<file path="src/rtl/lockin_stream_pkg.sv">
// Shared types and constants for the lock-in sample serializer.
// Entry layout and frame word ordering live here so the FIFO and framer agree.
package lockin_stream_pkg;

    localparam int unsigned FRAME_WORDS    = 6;
    localparam logic [15:0] DEFAULT_HEADER = 16'hA5C3;

    typedef struct packed {
        logic [15:0] seq;
        logic [31:0] x;
        logic [31:0] y;
    } lockin_entry_t;

    typedef enum logic {
        StIdle,
        StSend
    } ser_state_e;

    // Word order on the link: sync, sequence, X high/low, Y high/low.
    function automatic logic [15:0] frame_word(input lockin_entry_t e,
                                               input logic [2:0]    idx,
                                               input logic [15:0]   header);
        logic [15:0] w;
        case (idx)
            3'd0:    w = header;
            3'd1:    w = e.seq;
            3'd2:    w = e.x[31:16];
            3'd3:    w = e.x[15:0];
            3'd4:    w = e.y[31:16];
            3'd5:    w = e.y[15:0];
            default: w = 16'h0000;
        endcase
        return w;
    endfunction

endpackage

</file>
<file path="src/rtl/lockin_sample_fifo.sv">
// Single-clock FIFO of sample entries with a first-word-fall-through head.
// Pushes while full and pops while empty are ignored.
module lockin_sample_fifo
    import lockin_stream_pkg::*;
#(
    parameter int unsigned DEPTH = 8,
    localparam int unsigned AW   = $clog2(DEPTH)
) (
    input  logic          clock,
    input  logic          reset_n,
    input  logic          push,
    input  lockin_entry_t wdata,
    input  logic          pop,
    output lockin_entry_t head,
    output logic          full,
    output logic          empty,
    output logic [AW:0]   level
);

    lockin_entry_t mem_q [DEPTH];

    logic [AW-1:0] wr_ptr_q, wr_ptr_d;
    logic [AW-1:0] rd_ptr_q, rd_ptr_d;
    logic [AW:0]   count_q,  count_d;
    logic          do_push, do_pop;

    always_comb begin
        full    = (count_q == (AW+1)'(DEPTH));
        empty   = (count_q == '0);
        do_push = push && !full;
        do_pop  = pop && !empty;

        // DEPTH is a power of two, so the pointers wrap naturally.
        wr_ptr_d = do_push ? wr_ptr_q + 1'b1 : wr_ptr_q;
        rd_ptr_d = do_pop  ? rd_ptr_q + 1'b1 : rd_ptr_q;

        count_d = count_q;
        if (do_push && !do_pop) begin
            count_d = count_q + 1'b1;
        end else if (do_pop && !do_push) begin
            count_d = count_q - 1'b1;
        end
    end

    always_ff @(posedge clock or negedge reset_n) begin
        if (!reset_n) begin
            wr_ptr_q <= '0;
            rd_ptr_q <= '0;
            count_q  <= '0;
        end else begin
            wr_ptr_q <= wr_ptr_d;
            rd_ptr_q <= rd_ptr_d;
            count_q  <= count_d;
        end
    end

    always_ff @(posedge clock) begin
        if (do_push) begin
            mem_q[wr_ptr_q] <= wdata;
        end
    end

    assign head  = mem_q[rd_ptr_q];
    assign level = count_q;

endmodule

</file>
<file path="src/rtl/lockin_stream_serializer.sv">
// Buffers lock-in X/Y pairs and emits each as a 6-word framed 16-bit stream
// with ready/valid backpressure; counts samples dropped on a full FIFO.
module lockin_stream_serializer
    import lockin_stream_pkg::*;
#(
    parameter int unsigned DEPTH  = 8,
    parameter logic [15:0] HEADER = DEFAULT_HEADER
) (
    input  logic                     clock,
    input  logic                     reset_n,
    input  logic                     enable,
    input  logic [31:0]              sample_x,
    input  logic [31:0]              sample_y,
    input  logic                     sample_valid,
    output logic [15:0]              out_data,
    output logic                     out_valid,
    input  logic                     out_ready,
    output logic                     out_last,
    output logic [15:0]              overflow_count,
    output logic [$clog2(DEPTH):0]   fifo_level
);

    localparam logic [2:0] LastIdx = 3'(FRAME_WORDS - 1);

    ser_state_e    state_q, state_d;
    logic [2:0]    idx_q,   idx_d;
    lockin_entry_t frame_q, frame_d;
    logic [15:0]   seq_q,   seq_d;
    logic [15:0]   ovf_q,   ovf_d;

    logic          fifo_push, fifo_pop, fifo_full, fifo_empty;
    logic          accept, drop;
    lockin_entry_t fifo_head, fifo_wdata;

    lockin_sample_fifo #(
        .DEPTH (DEPTH)
    ) u_fifo (
        .clock   (clock),
        .reset_n (reset_n),
        .push    (fifo_push),
        .wdata   (fifo_wdata),
        .pop     (fifo_pop),
        .head    (fifo_head),
        .full    (fifo_full),
        .empty   (fifo_empty),
        .level   (fifo_level)
    );

    // Full is the pre-pop view, so a write racing a pop from a full FIFO is dropped.
    always_comb begin
        accept     = sample_valid && enable;
        fifo_push  = accept && !fifo_full;
        drop       = accept && fifo_full;
        fifo_wdata = '{seq: seq_q, x: sample_x, y: sample_y};

        seq_d = seq_q;
        if (!enable) begin
            seq_d = 16'h0000;
        end else if (sample_valid) begin
            seq_d = seq_q + 16'd1;
        end

        ovf_d = ovf_q;
        if (drop && (ovf_q != 16'hFFFF)) begin
            ovf_d = ovf_q + 16'd1;
        end
    end

    always_comb begin
        state_d   = state_q;
        idx_d     = idx_q;
        frame_d   = frame_q;
        fifo_pop  = 1'b0;
        out_valid = 1'b0;
        out_data  = 16'h0000;
        out_last  = 1'b0;

        case (state_q)
            StIdle: begin
                if (!fifo_empty) begin
                    fifo_pop = 1'b1;
                    frame_d  = fifo_head;
                    idx_d    = 3'd0;
                    state_d  = StSend;
                end
            end
            StSend: begin
                out_valid = 1'b1;
                out_data  = frame_word(frame_q, idx_q, HEADER);
                out_last  = (idx_q == LastIdx);
                if (out_ready) begin
                    if (idx_q == LastIdx) begin
                        idx_d = 3'd0;
                        // Back-to-back frames: reload without an idle bubble.
                        if (!fifo_empty) begin
                            fifo_pop = 1'b1;
                            frame_d  = fifo_head;
                        end else begin
                            state_d = StIdle;
                        end
                    end else begin
                        idx_d = idx_q + 3'd1;
                    end
                end
            end
            default: begin
                state_d = StIdle;
                idx_d   = 3'd0;
            end
        endcase
    end

    always_ff @(posedge clock or negedge reset_n) begin
        if (!reset_n) begin
            state_q <= StIdle;
            idx_q   <= 3'd0;
            frame_q <= '0;
            seq_q   <= 16'h0000;
            ovf_q   <= 16'h0000;
        end else begin
            state_q <= state_d;
            idx_q   <= idx_d;
            frame_q <= frame_d;
            seq_q   <= seq_d;
            ovf_q   <= ovf_d;
        end
    end

    assign overflow_count = ovf_q;

endmodule

</file>
<file path="config.mk">
export PLATFORM = sky130hd
export DESIGN_NAME = lockin_stream_serializer
export DESIGN_NICKNAME = d
export VERILOG_FILES = /design/src/rtl/lockin_stream_pkg.sv /design/src/rtl/lockin_sample_fifo.sv /design/src/rtl/lockin_stream_serializer.sv
export SDC_FILE = /design/constraint.sdc
export NUM_CORES = 1
export LEC_CHECK = 0
export BUFFER_PORTS_ARGS = -buffer_cell sky130_fd_sc_hd__buf_4
export CORE_UTILIZATION = 55
export DETAILED_ROUTE_END_ITERATION = 7
export HOLD_SLACK_MARGIN = 0.12
export PLACE_DENSITY_LB_ADDON = 0.08
export SLEW_MARGIN = 20
export SYNTH_ARGS = -nofsm -noshare
export SYNTH_HDL_FRONTEND = slang
export SYNTH_SLANG_ARGS = --single-unit
</file>
<file path="constraint.sdc">
create_clock -name clock -period 13.2 [get_ports clock]
set_input_delay 2.64 -clock clock [delete_from_list [all_inputs] [get_ports clock]]
set_output_delay 2.64 -clock clock [all_outputs]
set_load 0.01 [all_outputs]
</file>
==> results.md <==
Clock network:
- The H-tree was split into 3 levels.
- The count of hold-fix buffers inserted at cts is 0.
- The source-to-sink clock delay at the later pin of the worst-skew pair is roughly 610 ps.
- The number of buffers created by CTS is 78.
- The quantity of gates resized following cts is 0.
- Once the clock tree was built, the setup fixing pass inserted 0 buffers.
- Clock-pin slew was measured on the worst setup and hold paths at 60 ps.
- The TritonCTS clock tree is built.
- CTS saw about 770 sinks.
- In this run the clock root is driven by a sky130_fd_sc_hd__clkbuf_16.
- The largest buffer count on any clock path is 3.

Global route:
- The initial antenna violation count is 1.
- The total overflow left after global routing is 0.
- The via count of the first global-routing pass is around 14000.
- The largest net degree at the start of global routing is 117.
- For this run, the total global-route usage over all layers was measured as 0.226.
- The first global-routing pass estimated 90.0 mm of wire.

Finish:
- The combined flip-flop and latch cell area is 22400 um^2.
- The number of inserted filler cells in the final layout is 3632.
- The core occupancy in the finished layout is 0.639.
- The number of nets at the end of the flow is about 1700.
- 0 antenna diodes ended up in the layout.
- The area added between synthesis and finish is 14.0%.
- The number of non-filler instances in the completed layout is 2401.
- The share of post-route cells with drive strength above 1 is 0.257.
- The area of the multi-input gates is 6950 um^2.

Synth:
- By area, the combinational part of the netlist is dominated by multiplexers.
- A synthesized cell averages 19.5 um^2.
- The flop and latch count out of synthesis is 766.
- The gate count of the mapped netlist is between 1500 and 2000.
- The mapped cell area is 29600 um^2.
- The compound-gate portion of the synthesized area is 0.0264.
- Of the total synthesized cell area, the portion taken by full adders, half adders and majority gates is 0.00406.
- The fraction of registers with async set or reset after synthesis is 0.164.
- Counting flops with a built-in enable in the synthesized netlist gives 640.
- The post-synthesis share of cell area spent on xor and xnor gates is 0.00946.
- The area share of and/or/nand/nor cells after synthesis is 0.0338.
- The distinct cell type count after synthesis is 45.
- The post-synthesis mux area share is 0.158.
- During synthesis, Yosys emitted a total of 0 warnings.
- Among all flip-flop cells after synthesis, the most frequent one is sky130_fd_sc_hd__edfxtp_1.
- Of the synthesized area, sequential elements account for 0.755.
- Counting every net in the synthesized netlist gives around 1600.

Worst setup path:
- The critical path is of the flop to output port type.
- The worst setup path is launched from a flop.
- The setup check on the worst reg-to-reg path leaves a slack of 9300 ps.
- The largest fanout on the critical path is 17.
- The source of the critical timing path is idx_q[2]$_DFFE_PN0P_.
- The stage delay of the slowest cell on the critical path is between 700 and 800 ps.
- The startpoint identified for the worst register-to-register timing path is u_fifo.rd_ptr_q[2]$_DFFE_PN0P_.
- The endpoint of the worst register-to-register path is frame_q[17]$_DFFE_PN0P_.
- The number of cells on the worst reg-to-reg path is 5.
- Among all stages on the critical path, the largest delay is contributed by sky130_fd_sc_hd__o21ai_2.
- The signal arrival time at the worst endpoint is 3250 ps.
- For the worst setup path, the data required time is 10560 ps.
- Traced cell by cell, the critical path runs through inv_1, ha_1, nand2b_1, o21ai_2, nor2_1, buf_4.
- STA classifies the critical path endpoint as an output port.

Detailed routing:
- The average routed wire per standard cell is 25.0 um.
- The average via count per standard cell is 5.98.
- The violation count after the first detailed-routing iteration is 1264.
- For this run, design rule violations remaining after detail routing come to 7.
- The number of vias in the routed layout is ~14000.
- The total detailed-routing wirelength is 60.0 mm.
- The number of routed nets with antenna violations is 0.
- The count of TritonRoute iterations in the first routing pass is 8.

Pwr:
- Of the total power, the share spent switching nets is 0.297.
- The leakage power of the design is 11.7 nW.
- IR analysis of the VDD net gives a maximum drop of 0.000128 V.
- The net switching power figure is 0.00212 W.
- Dividing total power by cell area gives a power density of 212 nW/um^2.
- Cell internal power was estimated by the tool at roughly 0.0050 W.
- Of the total power, combinational logic draws 0.262.
- The fraction of power consumed by the clock network is 0.299.
- The relative contribution of sequential cells to total power is 0.439.

STA:
- Setup violations remaining at the end of the flow were counted as 0.
- Setup total negative slack on the finished layout was measured at 0 ps.
- The worst clock skew is 20.8 ps.
- The worst setup margin is between 7000 and 8000 ps.
- The number of max-slew violations in the final report is 0.
- The worst slack on hold paths is 524 ps.
- Derived from the worst setup path, the maximum achievable clock frequency is approximately 0.17 GHz.
- The final critical-path required period is 5890 ps.
- The count of final hold-check violations is 0.
- Setup repair after global routing left no endpoint under its margin.
- The transition time at the pin with the least slew margin is 1080 ps.
- The relative slew slack is 0.282.
- The share of the clock period used by the worst path is 0.447.

Placement:
- The number of placed instances, taps included is 2260.
- The placer congestion estimate is about 0.85.
- The pre-CTS setup slack is 7650 ps.
- The detailed-placement wirelength estimate is 35.1 mm.
- The count of buffers inserted at the top-level ports is 106.

Die:
- The die is 234 um wide.
- The height of the die is about 230 um.
- The floorplan has 84 rows.
- The core box area is between 50000 and 60000 um^2.
- The number of I/O pins is 107.
- The total die area is roughly 55000 um^2.
- The starting density of the core is 0.560.

Status:
- The run finished, with violations left.
- The final reports fail on DRC.

Flow run:
- The count of max-cap constraint violations is 0.

Hold path:
- The worst hold path terminates at u_fifo.wr_ptr_q[0]$_DFFE_PN0P_.
- Along the worst hold path, the cell count comes to 1.
- The path category of the worst min-delay check is flop to flop.
- The start point of the worst hold path is u_fifo.wr_ptr_q[0]$_DFFE_PN0P_.
synthesized netlist by cell type, types with 2 or more instances:
library cell               number  share of area
sky130_fd_sc_hd__edfxtp_1     640           0.65
sky130_fd_sc_hd__xnor2_1       11         0.0033
sky130_fd_sc_hd__clkbuf_1      45         0.0057
sky130_fd_sc_hd__inv_1         10         0.0013
sky130_fd_sc_hd__nor2_1       111          0.014
sky130_fd_sc_hd__buf_2         23         0.0039
sky130_fd_sc_hd__mux2i_1       86          0.029
sky130_fd_sc_hd__a222oi_1       7         0.0024
sky130_fd_sc_hd__a21o_1         2        0.00051
sky130_fd_sc_hd__nor3_1        10         0.0017
sky130_fd_sc_hd__or3_1          3        0.00063
sky130_fd_sc_hd__a21oi_1       90          0.015
sky130_fd_sc_hd__nand4_1        8         0.0017
sky130_fd_sc_hd__nor2b_1        3        0.00063
sky130_fd_sc_hd__nor4_1        11         0.0023
sky130_fd_sc_hd__o21ai_0       14         0.0024
sky130_fd_sc_hd__ha_1           8         0.0034
sky130_fd_sc_hd__a41oi_1        7         0.0021
sky130_fd_sc_hd__nand3_1       10         0.0017
sky130_fd_sc_hd__and3_1         2        0.00042
sky130_fd_sc_hd__mux4_2       160           0.12
sky130_fd_sc_hd__and2_1         2        0.00042
sky130_fd_sc_hd__dfrtp_1      126           0.11
sky130_fd_sc_hd__buf_1         12         0.0015
sky130_fd_sc_hd__or3_2          2        0.00051
sky130_fd_sc_hd__xor2_1        21         0.0062
sky130_fd_sc_hd__nand2b_1       5         0.0011
sky130_fd_sc_hd__mux2_2        19         0.0072
sky130_fd_sc_hd__nand2_1       47         0.0060
sky130_fd_sc_hd__a22o_1         9         0.0027
layout make-up:
type                       count  share of cell area
clock buffer                 108              0.0652
clock inverter                32             0.00871
inverter                      10             0.00111
multi-input combinational    662               0.206
sequential                   766               0.663
tap                          688              0.0255
timing repair buffer         135              0.0307
metal layers:
layer	share of wire	vias up	GRT usage
li1	-	6351	-
met1	0.45	7561	0.337
met2	0.48	372	0.347
met3	0.052	81	0.0424
met4	0.020	2	0.0593
met5	0.00017	-	0
through the flow:
step                      power [W]  cell area [um^2]
after global placement      0.00506             31200
after floorplan             0.00440             29600
after global routing        0.00745             33800
after CTS                   0.00723             33700
final                       0.00715             33800
after detailed placement    0.00508             31200
layout by cell type (no fill, tap or decap), types with 47 or more instances in the layout:
cell | netlist | routed
sky130_fd_sc_hd__a21oi_1 | 90 | 89
sky130_fd_sc_hd__buf_4 | 0 | 133
sky130_fd_sc_hd__mux4_2 | 160 | 160
sky130_fd_sc_hd__clkbuf_16 | 0 | 82
sky130_fd_sc_hd__nor2_1 | 111 | 105
sky130_fd_sc_hd__nand2_1 | 47 | 47
sky130_fd_sc_hd__edfxtp_1 | 640 | 640
sky130_fd_sc_hd__dfrtp_1 | 126 | 123
sky130_fd_sc_hd__mux2i_1 | 86 | 86
worst max path at each step:
stage | to | slack (ps) | depth (start not counted)
floorplan | u_fifo.mem_q[1][0]$_DFFE_PP_ | 3840 | 5
global placement | out_data[12] | 7600 | 6
detailed placement | u_fifo.level[3]$_DFFE_PN0P_ | 7650 | 11
CTS | out_data[12] | 7310 | 6
global route | out_data[13] | 7110 | 6
finish | out_data[12] | 7310 | 6
worst max-delay path: cells and delay by family, from the launching register on:
family	cells	cell delay [ps]
compound gates	1	720
buf+inv	2	460
simple gates	2	530
fa+ha+maj	1	520
flops	1	430
state kept, by name (all words and copies together) (netlist names):
register and flops:
u_fifo.mem_q 640, frame_q 80, overflow_count 16, seq_q 16, u_fifo.level 4, idx_q 3, u_fifo.rd_ptr_q 3, u_fifo.wr_ptr_q 3
state_q 1
power groups by stage:
stage	clock, W	combinational [W]	sequential, W
floorplan	0	0.00134	0.00305
global placement	0	0.00188	0.00318
detailed placement	0	0.00189	0.00319
CTS	0.00218	0.00190	0.00314
global route	0.00227	0.00201	0.00317
finish	0.00214	0.00187	0.00314
cell families after synthesis:
kind of cell | after synthesis
fa+ha+maj | 9
simple gates | 222
flops | 766
mux | 265
compound gates | 134
buf+inv | 91
xor+xnor | 32
Note: power is estimated with default switching activity, not from simulation.
